[src/rtl/audio_pkg.sv]
// Shared audio-path types and I2S word-select encoding for the pedal-board output stages.
package audio_pkg;

  localparam int unsigned SAMPLE_W = 16;

  typedef logic signed [SAMPLE_W-1:0] sample_t;

  typedef struct packed {
    sample_t l;
    sample_t r;
  } stereo_t;

  localparam logic I2S_LEFT  = 1'b0;
  localparam logic I2S_RIGHT = 1'b1;

endpackage

[src/rtl/i2s_bclk_gen.sv]
// I2S bit-clock divider: toggles BCLK every BCLK_HALF cycles and flags the edge that toggles it.
module i2s_bclk_gen #(
  parameter int unsigned BCLK_HALF = 8
) (
  input  logic clk_i,
  input  logic rst_n_i,
  output logic bclk_o,
  output logic fall_evt_c_o,
  output logic rise_evt_c_o
);

  localparam int unsigned DIV_W = (BCLK_HALF > 1) ? $clog2(BCLK_HALF) : 1;

  logic [DIV_W-1:0] div_cnt_q, div_cnt_d;
  logic             bclk_q, bclk_d;
  logic             tc_c;

  always_comb begin
    tc_c      = (div_cnt_q == DIV_W'(BCLK_HALF - 1));
    div_cnt_d = tc_c ? '0 : div_cnt_q + DIV_W'(1);
    bclk_d    = tc_c ? ~bclk_q : bclk_q;
  end

  always_ff @(posedge clk_i) begin
    if (!rst_n_i) begin
      div_cnt_q <= '0;
      bclk_q    <= 1'b0;
    end else begin
      div_cnt_q <= div_cnt_d;
      bclk_q    <= bclk_d;
    end
  end

  // Strobes are high in the cycle whose closing edge toggles BCLK.
  assign bclk_o       = bclk_q;
  assign fall_evt_c_o = tc_c & bclk_q;
  assign rise_evt_c_o = tc_c & ~bclk_q;

endmodule

[src/rtl/i2s_dac_tx.sv]
// I2S master transmitter to the codec DAC: one-frame hold buffer, frame repeat on underrun.
module i2s_dac_tx #(
  parameter int unsigned SAMPLE_W  = audio_pkg::SAMPLE_W,
  parameter int unsigned SLOT_W    = 32,
  parameter int unsigned BCLK_HALF = 8,
  parameter int unsigned UCNT_W    = 8
) (
  input  logic                CLK,
  input  logic                RESET_N,
  input  logic [SAMPLE_W-1:0] Sample_l,
  input  logic [SAMPLE_W-1:0] Sample_r,
  input  logic                Sample_valid,
  output logic                Sample_ready,
  output logic                BCLK,
  output logic                LRCLK,
  output logic                SDATA,
  output logic                Frame_start,
  output logic                Underrun,
  output logic [UCNT_W-1:0]   Underrun_cnt
);

  localparam int unsigned FRAME_BITS = 2 * SLOT_W;
  localparam int unsigned BIT_W      = $clog2(FRAME_BITS);

  logic                fall_evt_c;
  logic                rise_evt_unused;

  logic [SAMPLE_W-1:0] hold_l_q, hold_l_d, hold_r_q, hold_r_d;
  logic                hold_full_q, hold_full_d;
  logic [SAMPLE_W-1:0] frame_l_q, frame_l_d, frame_r_q, frame_r_d;
  logic [BIT_W-1:0]    bit_cnt_q, bit_cnt_d;
  logic                lrclk_q, lrclk_d;
  logic                sdata_q, sdata_d;
  logic                start_pend_q, start_pend_d;
  logic                frame_start_q, frame_start_d;
  logic                underrun_q, underrun_d;
  logic [UCNT_W-1:0]   ucnt_q, ucnt_d;

  logic                accept_c;
  logic [BIT_W-1:0]    bit_nxt_c, slot_b_c;
  logic                right_c;
  logic [SAMPLE_W-1:0] word_c, word_sh_c;

  i2s_bclk_gen #(
    .BCLK_HALF (BCLK_HALF)
  ) u_bclk_gen (
    .clk_i        (CLK),
    .rst_n_i      (RESET_N),
    .bclk_o       (BCLK),
    .fall_evt_c_o (fall_evt_c),
    .rise_evt_c_o (rise_evt_unused)
  );

  assign accept_c = Sample_valid & ~hold_full_q;

  always_comb begin
    hold_l_d      = hold_l_q;
    hold_r_d      = hold_r_q;
    hold_full_d   = hold_full_q;
    frame_l_d     = frame_l_q;
    frame_r_d     = frame_r_q;
    bit_cnt_d     = bit_cnt_q;
    lrclk_d       = lrclk_q;
    sdata_d       = sdata_q;
    start_pend_d  = 1'b0;
    frame_start_d = 1'b0;
    underrun_d    = 1'b0;
    ucnt_d        = ucnt_q;

    // Position of the bit that the coming fall event launches.
    bit_nxt_c = (bit_cnt_q == BIT_W'(FRAME_BITS - 1)) ? '0 : bit_cnt_q + BIT_W'(1);
    right_c   = (bit_nxt_c >= BIT_W'(SLOT_W));
    slot_b_c  = right_c ? bit_nxt_c - BIT_W'(SLOT_W) : bit_nxt_c;
    word_c    = right_c ? frame_r_q : frame_l_q;
    word_sh_c = word_c << (slot_b_c - BIT_W'(1));

    if (fall_evt_c) begin
      bit_cnt_d    = bit_nxt_c;
      lrclk_d      = right_c ? audio_pkg::I2S_RIGHT : audio_pkg::I2S_LEFT;
      sdata_d      = ((slot_b_c != '0) && (slot_b_c <= BIT_W'(SAMPLE_W))) ?
                     word_sh_c[SAMPLE_W-1] : 1'b0;
      start_pend_d = (bit_nxt_c == '0);
    end

    if (accept_c) begin
      hold_l_d    = Sample_l;
      hold_r_d    = Sample_r;
      hold_full_d = 1'b1;
    end

    // Frame start: take the held frame, or keep repeating the old one and count the gap.
    if (start_pend_q) begin
      frame_start_d = 1'b1;
      if (hold_full_q) begin
        frame_l_d   = hold_l_q;
        frame_r_d   = hold_r_q;
        hold_full_d = 1'b0;
      end else begin
        underrun_d = 1'b1;
        if (ucnt_q != '1) ucnt_d = ucnt_q + UCNT_W'(1);
      end
    end
  end

  always_ff @(posedge CLK) begin
    if (!RESET_N) begin
      hold_l_q      <= '0;
      hold_r_q      <= '0;
      hold_full_q   <= 1'b0;
      frame_l_q     <= '0;
      frame_r_q     <= '0;
      bit_cnt_q     <= BIT_W'(FRAME_BITS - 1);
      lrclk_q       <= 1'b0;
      sdata_q       <= 1'b0;
      start_pend_q  <= 1'b0;
      frame_start_q <= 1'b0;
      underrun_q    <= 1'b0;
      ucnt_q        <= '0;
    end else begin
      hold_l_q      <= hold_l_d;
      hold_r_q      <= hold_r_d;
      hold_full_q   <= hold_full_d;
      frame_l_q     <= frame_l_d;
      frame_r_q     <= frame_r_d;
      bit_cnt_q     <= bit_cnt_d;
      lrclk_q       <= lrclk_d;
      sdata_q       <= sdata_d;
      start_pend_q  <= start_pend_d;
      frame_start_q <= frame_start_d;
      underrun_q    <= underrun_d;
      ucnt_q        <= ucnt_d;
    end
  end

  assign Sample_ready = ~hold_full_q;
  assign LRCLK        = lrclk_q;
  assign SDATA        = sdata_q;
  assign Frame_start  = frame_start_q;
  assign Underrun     = underrun_q;
  assign Underrun_cnt = ucnt_q;

endmodule

[config.mk]
export PLATFORM = sky130hd
export DESIGN_NAME = i2s_dac_tx
export DESIGN_NICKNAME = d
export VERILOG_FILES = /design/src/rtl/audio_pkg.sv /design/src/rtl/i2s_bclk_gen.sv /design/src/rtl/i2s_dac_tx.sv
export SDC_FILE = /design/constraint.sdc
export NUM_CORES = 1
export LEC_CHECK = 0
export ABC_CLOCK_PERIOD_IN_PS = 7400
export CORE_UTILIZATION = 55
export DETAILED_ROUTE_END_ITERATION = 6
export PLACE_DENSITY_LB_ADDON = 0.25
export SKIP_CTS_REPAIR_TIMING = 1
export SLEW_MARGIN = 15
export SYNTH_ARGS = -nofsm -noshare
export SYNTH_HDL_FRONTEND = slang
export SYNTH_SLANG_ARGS = --single-unit
[constraint.sdc]
create_clock -name CLK -period 7.4 [get_ports CLK]
set_clock_uncertainty 0.15 [all_clocks]
set_input_delay 1.48 -clock CLK [delete_from_list [all_inputs] [get_ports CLK]]
set_output_delay 1.48 -clock CLK [all_outputs]
set_load 0.03 [all_outputs]
After elaboration in Yosys (flattened, before gate mapping):

Index checks and enable logic that the tools add are counted.

* output and inout bits: 14
* word-level logic and storage cells: 48
* flip-flop bits (word level): 88
* bits of input ports: 35

* $add $sub $neg: 5
* eq/ne operators: 3
* $lt $le $gt $ge: 2
* bitwise operators: 5
* shift-type cells: 1
* mux-type cells: 10
* reductions and logical operators: 8

Operator list (number)
* $mux W16: 1
* $shl A16 B6 Y16: 1
* $mux W6: 2
* $add A8 B1 Y8 const B: 1
* $ne A8 B8 Y1 const B: 1
* $mux W1: 7
* $add A6 B1 Y6 const B: 1
* $eq A6 B6 Y1 const B: 1
* $ge A6 B6 Y1 const B: 1
* $le A6 B5 Y1 const B: 1
* $logic_not A6 Y1: 1
* $reduce_and A2 Y1: 3
* $reduce_bool A6 Y1: 1
* $sub A6 B1 Y6 const B: 1
* $sub A6 B6 Y6 const B: 1
* $add A3 B1 Y3 const B: 1
* $eq A3 B3 Y1 const B: 1
* $not A1 Y1: 3
* $reduce_and A3 Y1: 1
* $and A1 B1 Y1: 2
* $reduce_or A2 Y1: 1
* $logic_and A1 B1 Y1: 1

Logic depth before layout (Yosys ltp):

* depth in word-level cells: 7
* depth in mapped cells: 9

By module:

A second synthesis with hierarchy kept.

* cell total of the unflattened synthesis: 461
* area total of the unflattened synthesis: 3923.8 um^2

Modules (own cells, without submodules)
* i2s_dac_tx: sequential area each 1681.6 um^2, instances 1, cells an instance 448, area each 3759.9 um^2
* i2s_bclk_gen: sequential area each 80.1 um^2, instances 1, cells an instance 13, area each 163.9 um^2

Worst setup path after synthesis:

Ideal clock, no wire load.

* path type: input -> register
* from: input Sample_valid
* to: register hold_l_q[0]
* path buffers: 2
* stages: 5
* arrival: 2214 ps
* slack: 4961 ps
* path through: nor2b_1 -> clkbuf_1 -> clkbuf_1 -> nand2_1 -> a21boi_0

* longest elaborated chain between the ends: 1

Ends and longest elaborated chain
* from (decl): line i2s_dac_tx.sv:12 `input logic Sample_valid,`
* $and A1 B1 Y1: line i2s_dac_tx.sv:54 `assign accept_c = Sample_valid & ~hold_full_q;`
* to (signal assigned): line i2s_dac_tx.sv:120 `hold_l_q <= hold_l_d;`
* to (decl): line i2s_dac_tx.sv:28 `logic [SAMPLE_W-1:0] hold_l_q, hold_l_d, hold_r_q, hold_r_d;`

Every way passes these cells.
A chain may end at the register's enable or synchronous reset.

Worst setup path after layout:

* from: register hold_full_q
* to: output Sample_ready

* longest elaborated chain between the ends: 1

Ends and longest elaborated chain
* from (decl): line i2s_dac_tx.sv:29 `logic hold_full_q, hold_full_d;`
* from (signal assigned): line i2s_dac_tx.sv:122 `hold_full_q <= hold_full_d;`
* $not A1 Y1 (no line)
* to (decl): line i2s_dac_tx.sv:13 `output logic Sample_ready,`

Every way passes these cells.

==> flow_summary.ini <==
[sta]
clock.fmax_mhz = 316
setup_tns_ns = 0
max-slew-margin-rel_pct = 27.5
layout_setup_ws_ns = 4.24
tightestPinTransition_ns = 1.08
setup_viol = 0
hold_viol_final = 0
rsz0062_at_grt = false
layout_min_cycle_time_ns = 3.16
drv_slew = 0
hold_slack_ns = 0.278
min_period_over_period_pct = 42.7

[route]
drcViolationCount = 0
ant_nets = 0
drt_iter0_markers = 157
dr.pass1.iters = 4
routed_wl_mm = 7.86
wl_per_cell_um = 13.2
vias_per_cell = 5.38
vias = 3190

[clock_tree]
cts_buffers = 9
root_buffer = clkbuf_8
clk_pin_slew_worst_paths_ns = 0.08
cts_tree = done
cts_max_path_buffers = 2
h-tree-depth = 3
clock-sinks = 88
clock_latency_ns = 0.36

[global_routing]
antenna_found_initial = 0
grt_pass1_wl_mm = 13.6
track_usage_pct = 23.1
grt_max_degree = 90
first_global_vias = 3019
grt_remaining_overflow = 0

[synth]
synth_top_area_cell = dfxtp_1
ys.warnings.count = 0
synth_area_leaders = dfxtp_1, nand2_1, a21boi_0
netlist_area_um2 = 3910
seq_area_frac_synth_pct = 45.1
synth.distinct_cells = 61
synthesis.nets = 500
synth_edf_count = 0
ys.flop_type = dfxtp_1
synth_area_per_cell_um2 = 8.48
synth_top_area_share_pct = 45.1
syn_inst = 461
yosys_register_bits = 88
synthArstFlopShare_pct = 0

[critical_path]
start_kind = register
critical_path_class = reg -> out
critPathCaptureType = output port
cp.required_ns = 5.77
crit_arrival_ns = 1.53
cp_max_fo = 5

[pwr]
powerDensity_nw_per_um2 = 182
power_mw = 0.830
vdd_ir_drop_max_uv = 138
share_seq_of_total_power_pct = 59.1
power.share.switching_pct = 23.6
clkPwrFrac_pct = 34.8
switchingPower_mw = 0.196
comb_power_share_pct = 6.1
p_leak_nw = 1.67
internal-power_mw = 0.634

[cells_and_area]
final_nets = 532
area_growth_pct = 16.7
final_common_cell = nand2_1
fillers = 615
n_antenna_cell = 0
drive_gt1_share_pct = 6.44
utilization_pct = 66.8
final_cell_mix = nand2_1, dfxtp_1, a21boi_0, clkdlybuf4s50_1, and2_1

[placement]
place_ws_ns = 4.06
place.gp.congestion = 0.906
hpwl_mm = 5.35
portBuffers = 48

[floorplanning]
fp.dieW_um = 86.3
rows = 30
die_h_um = 86.3
start_util_pct = 57.2
num_io_pins = 49
core_area_um2 = 6830
dieArea_um2 = 7450

[outcome]
outcome = complete, no violations

[hold_path]
min_path_type = reg -> reg

[job]
max_cap_viol_count = 0
-- path summary, 6_finish.rpt --
kind                                                    startpoint                                  to  cells after the start  slack [ns]
worst max-delay path                        hold_full_q$_SDFF_PN0_                        Sample_ready                      2        4.24
worst min-delay path            u_bclk_gen.div_cnt_q[0]$_SDFF_PP0_  u_bclk_gen.div_cnt_q[0]$_SDFF_PP0_                      1        0.28
worst max register to register           bit_cnt_q[0]$_SDFFE_PN1P_                  SDATA$_SDFFE_PN0P_                      8        4.42
worst min register to register  u_bclk_gen.div_cnt_q[0]$_SDFF_PP0_  u_bclk_gen.div_cnt_q[0]$_SDFF_PP0_                      1        0.28
-- power by group through the flow --
stage / clock (mW) / combinational, mW / sequential (mW)
final: 0.289 / 0.0507 / 0.491
after floorplan: 0 / 0.0269 / 0.500
after CTS: 0.295 / 0.0516 / 0.491
after global placement: 0 / 0.0499 / 0.502
after detailed placement: 0 / 0.0516 / 0.502
after global routing: 0.313 / 0.0573 / 0.493
-- cell usage after synthesis, types with 4 or more instances --
cell type and count:
a21boi_0 65, inv_1 5, buf_4 4, nand3_1 6
dfxtp_1 88, clkbuf_1 24, a2111oi_0 4, o21ai_0 7
nor2_1 6, a21oi_1 9, xor2_1 4, nor3_1 6
and2_1 12, nand2_1 147, xnor2_1 5, mux2i_1 7
ha_1 4
-- state kept, by name, indices dropped and copies added, names as in the netlist --
register and cells:
hold_full_q 1, Underrun_cnt 8, hold_r_q 16, start_pend_q 1, u_bclk_gen.bclk_o 1, bit_cnt_q 6
frame_r_q 16, Frame_start 1, hold_l_q 16, frame_l_q 16, SDATA 1, Underrun 1
LRCLK 1, u_bclk_gen.div_cnt_q 3
-- cell type report --
class | instances | area (um2) | share of cell area [%]
Clock buffer | 9 | 124 | 2.72
Clock inverter | 6 | 45.0 | 0.988
Inverter | 5 | 18.8 | 0.412
Multi-Input combinational cell | 338 | 1990 | 43.7
Sequential cell | 88 | 1760 | 38.6
Tap cell | 96 | 120 | 2.63
Timing Repair Buffer | 51 | 498 | 10.9
-- worst max-delay path: stages, from the launching register on --
cell and delay [ns]:
dfxtp_1 0.36, inv_1 0.13, clkdlybuf4s50_1 0.68
-- per-layer routing --
layer,track usage (%),share of wire [%],vias to the layer above
li1,-,-,1628
met5,0,0,-
met3,3.71,3.4,15
met2,40.8,49,75
met4,11.1,2.0,0
met1,27.5,46,1472
-- stage by stage --
| stage | area [um2] | std cells |
|---|---|---|
| floorplan | 3910 | 461 |
| global placement | 4390 | 578 |
| detailed placement | 4390 | 578 |
| CTS | 4560 | 593 |
| global route | 4560 | 593 |
| finish | 4560 | 593 |
-- kinds of logic (layout without fill, tap and decap cells) --
group | Yosys count | count (layout) | synth area share (%)
and+or+nand+nor | 204 | 204 | 23.5
AOI/OAI and AO/OA | 113 | 113 | 21.7
DFF | 88 | 88 | 45.1
buffers and inverters | 35 | 71 | 4.07
xor gates and xnor gates | 9 | 9 | 2.02
muxes | 8 | 8 | 2.37
adders and majority gates | 4 | 4 | 1.28
Note: power is estimated with default switching activity, not from simulation.
==> edit 1, RTL diff (same settings) <==
Make the reset (`RESET_N` and `rst_n_i`) asynchronous in 2 clocked blocks.
--- a/src/rtl/i2s_bclk_gen.sv
+++ b/src/rtl/i2s_bclk_gen.sv
@@ -21,7 +21,7 @@
     bclk_d    = tc_c ? ~bclk_q : bclk_q;
   end
 
-  always_ff @(posedge clk_i) begin
+  always_ff @(posedge clk_i or negedge rst_n_i) begin
     if (!rst_n_i) begin
       div_cnt_q <= '0;
       bclk_q    <= 1'b0;
--- a/src/rtl/i2s_dac_tx.sv
+++ b/src/rtl/i2s_dac_tx.sv
@@ -102,7 +102,7 @@
     end
   end
 
-  always_ff @(posedge CLK) begin
+  always_ff @(posedge CLK or negedge RESET_N) begin
     if (!RESET_N) begin
       hold_l_q      <= '0;
       hold_r_q      <= '0;
Behaviour: differs if RESET_N is asserted again (counterexample within 4 cycles, from zero or initial values and one cycle with RESET_N low); with RESET_N held inactive, the same outputs for 10 cycles.
==> edit 1 against the original RTL <==
Final area increased by 6.1%. Area after synthesis increased by 5.5%. Count of clock-buffer cells in the layout increased by 1. Wire length decreased by 0.62%. Power increased by 23%. Worst setup slack got worse by 56 ps. Worst hold slack about the same. Sequential cell count unchanged.
==> edit 1: results <==
metrics = {
    "run_status": {
        "status": "completed",
    },
    "critical_path": {
        "reg2reg_from": "bit_cnt_q[3]",
        "worstSetupStartpointType": "flop",
        "worst_r2r_path_depth": 8,
        "crit_path_end": "SDATA",
        "r2r_slack_ps": 4180,
        "crit_fanout": 15,
        "cp.arrival_ps": 3300,
        "slowest_delay_ps": 700,
        "crit_path_top_delay_cell": "and2_0",
    },
    "min_path": {
        "hp-start": "u_bclk_gen.div_cnt_q[0]",
        "hold_path.class": "reg2reg",
    },
    "timing": {
        "report.final.slew_viol_count": 0,
        "slew_headroom_pct": 43.1,
    },
    "clock_tree": {
        "cts_root_buf": "clkbuf_8",
        "max-clock-path-buffers": 2,
        "cts_made_buffers": 9,
        "h-tree-depth": 3,
        "path_clk_slew_ps": 80,
        "clk_latency_ps": 350,
    },
    "place": {
        "finalWeightedCongestion": 0.894,
        "port_buffers": 48,
        "dp_hpwl_um": 5370,
    },
    "logic_synthesis": {
        "postSynth.asyncResetShare_pct": 100,
        "ys_seq_area_share_pct": 53.6,
        "syn_nets": 373,
        "ys_top_cells_by_area": "dfrtp_1 (50%), mux2_2 (18%), dfstp_2 (3.8%)",
        "synth_cell_types": 54,
        "yosysWarnings": 0,
        "synth_common_cells": "dfrtp_1 (82), mux2_2 (66), nand2_1 (20), o21ai_0 (16), nand3_1 (12)",
    },
    "detailed_routing": {
        "drt_wl_total_um": 7810,
        "drt_iter0_markers": 240,
        "first_pass_iters": 4,
        "ant_nets": 0,
        "vias_per_cell": 5.78,
    },
    "layout": {
        "n_antenna_cell": 0,
        "nets": 416,
        "layout-drive-gt1-share_pct": 27.8,
        "fillers": 556,
    },
    "power": {
        "leakage_nw": 2.14,
        "p_sw_share_pct": 23.0,
        "ir_worst_vdd_uv": 107,
    },
    "global_routing": {
        "grtUsageTotal_pct": 22.2,
        "grt_antenna_before_repair": 0,
        "grt_max_degree": 89,
        "grt_pass1_vias": 2584,
        "grt_pass1_wl_um": 13100,
    },
    "job": {
        "drv_cap": 0,
    },
}
## edit 1: per-stage QoR
| step | cell area [um^2] | hold slack, ps | total power, mW | instances | setup WS (ps) |
|---|---|---|---|---|---|
| after detailed placement | 4630 | 270 | 0.697 | 464 | 4240 |
| after CTS | 4830 | 283 | 1.03 | 480 | 4210 |
| final | 4840 | 278 | 1.02 | 480 | 4180 |
| after global placement | 4630 | 260 | 0.689 | 464 | 4300 |
| after floorplan | 4120 | 224 | 0.647 | 333 | 4620 |
| after global routing | 4840 | 306 | 1.07 | 480 | 3970 |
## edit 1: kinds of logic (layout without fill, tap and decap cells)
group / count (synthesis) / count (layout) / share of synthesized area (%)
buffers and inverters: 24 / 72 / 3.43
adders and majority gates: 5 / 5 / 1.52
AOI/OAI and AO/OA: 60 / 60 / 10.8
and+or+nand+nor: 76 / 76 / 9.65
DFF: 88 / 88 / 53.6
xor gates and xnor gates: 12 / 12 / 2.55
muxes: 68 / 68 / 18.5
## edit 1: final cells by class
class / instances / area (um^2) / share of cell area [%]
multi-input combinational: 221 / 1780 / 36.7
inverter: 5 / 18.8 / 0.388
sequential: 88 / 2210 / 45.7
tap: 99 / 124 / 2.56
timing repair buffer: 51 / 504 / 10.4
clock buffer: 10 / 138 / 2.85
clock inverter: 6 / 67.6 / 1.40
## edit 1: power groups by stage
stage	clock [mW]	sequential [mW]	combinational (mW)
2_1_floorplan	0	0.580	0.0670
3_3_place_gp	0	0.592	0.0969
3_5_place_dp	0	0.596	0.101
4_1_cts	0.345	0.586	0.102
5_1_grt	0.363	0.594	0.110
6_report	0.335	0.584	0.0995
## edit 1: per-layer routing
layer / vias to the layer above / wire (um) / track usage [%]
met3: 22 / 477 / 2.99
met4: 0 / 239 / 12.0
met1: 1361 / 3500 / 32.0
met2: 96 / 3590 / 32.9
met5: - / 0 / 0
li1: 1296 / - / -
## edit 1: how the worst min path moves through the flow
stage                                         end  slack (ps)  cells after the start
after floorplan                       Frame_start         220                      0
after global placement                Frame_start         260                      0
after detailed placement  u_bclk_gen.div_cnt_q[0]         270                      1
after CTS                 u_bclk_gen.div_cnt_q[0]         280                      1
after global routing                  Frame_start         310                      0
final                     u_bclk_gen.div_cnt_q[0]         280                      1
## edit 1: critical path, delay by kind of cell (launching register included)
family / cells / cell delay, ps
and+or+nand+nor: 3 / 1150
DFF: 1 / 650
AOI/OAI and AO/OA: 5 / 1140
==> edit 2, RTL diff (same flow settings) <==
Without the edit above. Change the parameter `SLOT_W` from 32 to 64.
--- a/src/rtl/i2s_dac_tx.sv
+++ b/src/rtl/i2s_dac_tx.sv
@@ -1,7 +1,7 @@
 // I2S master transmitter to the codec DAC: one-frame hold buffer, frame repeat on underrun.
 module i2s_dac_tx #(
   parameter int unsigned SAMPLE_W  = audio_pkg::SAMPLE_W,
-  parameter int unsigned SLOT_W    = 32,
+  parameter int unsigned SLOT_W    = 64,
   parameter int unsigned BCLK_HALF = 8,
   parameter int unsigned UCNT_W    = 8
 ) (
Function: no difference found for any inputs over 10 cycles, from zero or initial values and one cycle with RESET_N low; that may be too few to reach the edited logic, so the function may still have changed.
==> edit 2 against the original RTL <==
Global-route usage about the same. Sequential cell count increased by 1. Register-to-register slack got worse by 540 ps. Power increased by 11%. Sequential share of layout area decreased by 3.5 points. Wire length increased by 18%. Final area increased by 11%. Worst setup slack got worse by 360 ps. Area after synthesis increased by 14%. Highest routed layer unchanged.
==> edit 2: results <==
metrics = {
    "run_status": {
        "status": "completed",
    },
    "clock_tree": {
        "cts_root_buf": "clkbuf_8",
        "clk_latency_ps": 360,
        "max-clock-path-buffers": 2,
        "cts_made_buffers": 9,
        "path_clk_slew_ps": 90,
        "h-tree-depth": 3,
    },
    "detailed_routing": {
        "first_pass_iters": 5,
        "vias": 3818,
        "wl_per_cell_um": 13.9,
        "drt_iter0_markers": 254,
    },
    "place": {
        "port_buffers": 48,
        "finalWeightedCongestion": 0.909,
        "dp_hpwl_um": 6200,
    },
    "min_path": {
        "worstHoldPathCells": 1,
        "hp-start": "u_bclk_gen.div_cnt_q[0]",
        "hold_end": "u_bclk_gen.div_cnt_q[0]",
    },
    "global_routing": {
        "grt_pass1_wl_um": 16000,
        "grt_antenna_before_repair": 0,
        "grt_pass1_vias": 3493,
        "grt_max_degree": 89,
        "grtUsageTotal_pct": 23.1,
    },
    "logic_synthesis": {
        "synth_xor_area_share_pct": 2.96,
        "synth_top_family_by_area": "simple AND/OR/NAND/NOR gates",
        "synth_common_cells": "nand2_1 (154), dfxtp_1 (89), a21boi_0 (66), clkbuf_1 (31), and2_1 (15)",
        "postSynth.asyncResetShare_pct": 0,
        "ys_seq_area_share_pct": 40.1,
        "synth_mux_area_share_pct": 2.11,
        "synth_compound_area_share_pct": 22.6,
        "syn_nets": 587,
        "synthAdderAreaFrac_pct": 1.41,
        "synth_cell_types": 59,
        "synthFlopType": "dfxtp_1",
        "ys_top_cells_by_area": "dfxtp_1 (40%), nand2_1 (13%), a21boi_0 (11%)",
    },
    "critical_path": {
        "cp.arrival_ps": 3640,
        "slowest_delay_ps": 950,
        "r2r_slack_ps": 3880,
        "worst_r2r_path_depth": 7,
        "crit_fanout": 31,
        "reg2reg_from": "bit_cnt_q[0]",
        "crit_path_top_delay_cell": "dfxtp_1",
    },
    "timing": {
        "slew_headroom_pct": 27.8,
    },
    "layout": {
        "n_antenna_cell": 0,
        "fillers": 677,
        "layout-drive-gt1-share_pct": 4.76,
        "nets": 602,
    },
    "power": {
        "leakage_nw": 1.84,
        "ir_worst_vdd_uv": 118,
        "internal_power_mw": 0.712,
    },
}
==> edit 2: cell count changes in the layout (fill, tap and decap cells not counted), sizes merged, moves of 3 or more <==
cell / before / now
nand2: 148 / 155
and3: 3 / 9
nand2b: 2 / 8
nand3: 8 / 14
a31oi: 0 / 5
o21ai: 8 / 13
o22ai: 1 / 5
xnor2: 5 / 9
a211o: 1 / 4
nand4: 2 / 5
nor2: 7 / 10
o221ai: 0 / 3
==> edit 2: how the worst max path moves through the flow <==
stage,slack [ps],end,start,cells past startpoint
2_1_floorplan,4960,hold_l_q[10],Sample_valid,5
4_1_cts,3920,SDATA,bit_cnt_q[0],7
6_report,3880,SDATA,bit_cnt_q[0],7
3_3_place_gp,3930,hold_l_q[6],Sample_valid,4
3_5_place_dp,3870,hold_l_q[11],Sample_valid,4
5_1_grt,3670,SDATA,bit_cnt_q[0],7
==> edit 2: kinds of logic (layout without fill, tap and decap cells) <==
| logic type | count (synthesis) | in the layout |
|---|---|---|
| AND/OR/NAND/NOR | 246 | 246 |
| AO/OA/AOI/OAI | 136 | 136 |
| flip-flops | 89 | 89 |
| buffers and inverters | 48 | 68 |
| XOR/XNOR | 15 | 15 |
| multiplexers | 8 | 8 |
| adder cells (fa/ha/maj) | 5 | 5 |
==> edit 2: cell type report <==
| type | instances | share of cell area (%) |
|---|---|---|
| multi-input combinational | 410 | 48.1 |
| tap | 102 | 2.52 |
| sequential | 89 | 35.2 |
| inverter | 3 | 0.222 |
| clock inverter | 7 | 2.00 |
| clock buffer | 9 | 2.44 |
| timing repair buffer | 49 | 9.53 |
==> edit 2: routing by layer <==
metal  vias up  track usage, %  wire (um)
li1       1916               -          -
met1      1785            30.6       4320
met2        96            37.5       4350
met3        21            4.89        455
met4         0            7.42        168
met5         -               0          0
==> edit 2: critical path, delay by kind of cell (launching register included) <==
kind                       cells  cell delay [ps]
AOI/OAI and AO/OA              2              630
muxes                          1              420
adders and majority gates      1              590
DFF                            1              950
and+or+nand+nor                3              690
==> edit 2: per-stage QoR <==
step	setup WS [ps]	instance area [um^2]	std cells	hold WS, ps	util [%]
floorplan	4960	4440	547	253	-
global placement	3930	4830	653	260	62.2
detailed placement	3870	4830	653	287	62.2
CTS	3920	5060	669	300	65.1
global route	3670	5070	669	316	65.2
finish	3880	5070	669	291	65.2
==> edit 2: power groups by stage <==
| stage | sequential (mW) | clock, mW | combinational, mW |
|---|---|---|---|
| 2_1_floorplan | 0.506 | 0 | 0.0269 |
| 6_report | 0.496 | 0.373 | 0.0504 |
| 5_1_grt | 0.498 | 0.402 | 0.0571 |
| 3_3_place_gp | 0.507 | 0 | 0.0497 |
| 3_5_place_dp | 0.508 | 0 | 0.0506 |
| 4_1_cts | 0.496 | 0.379 | 0.0508 |
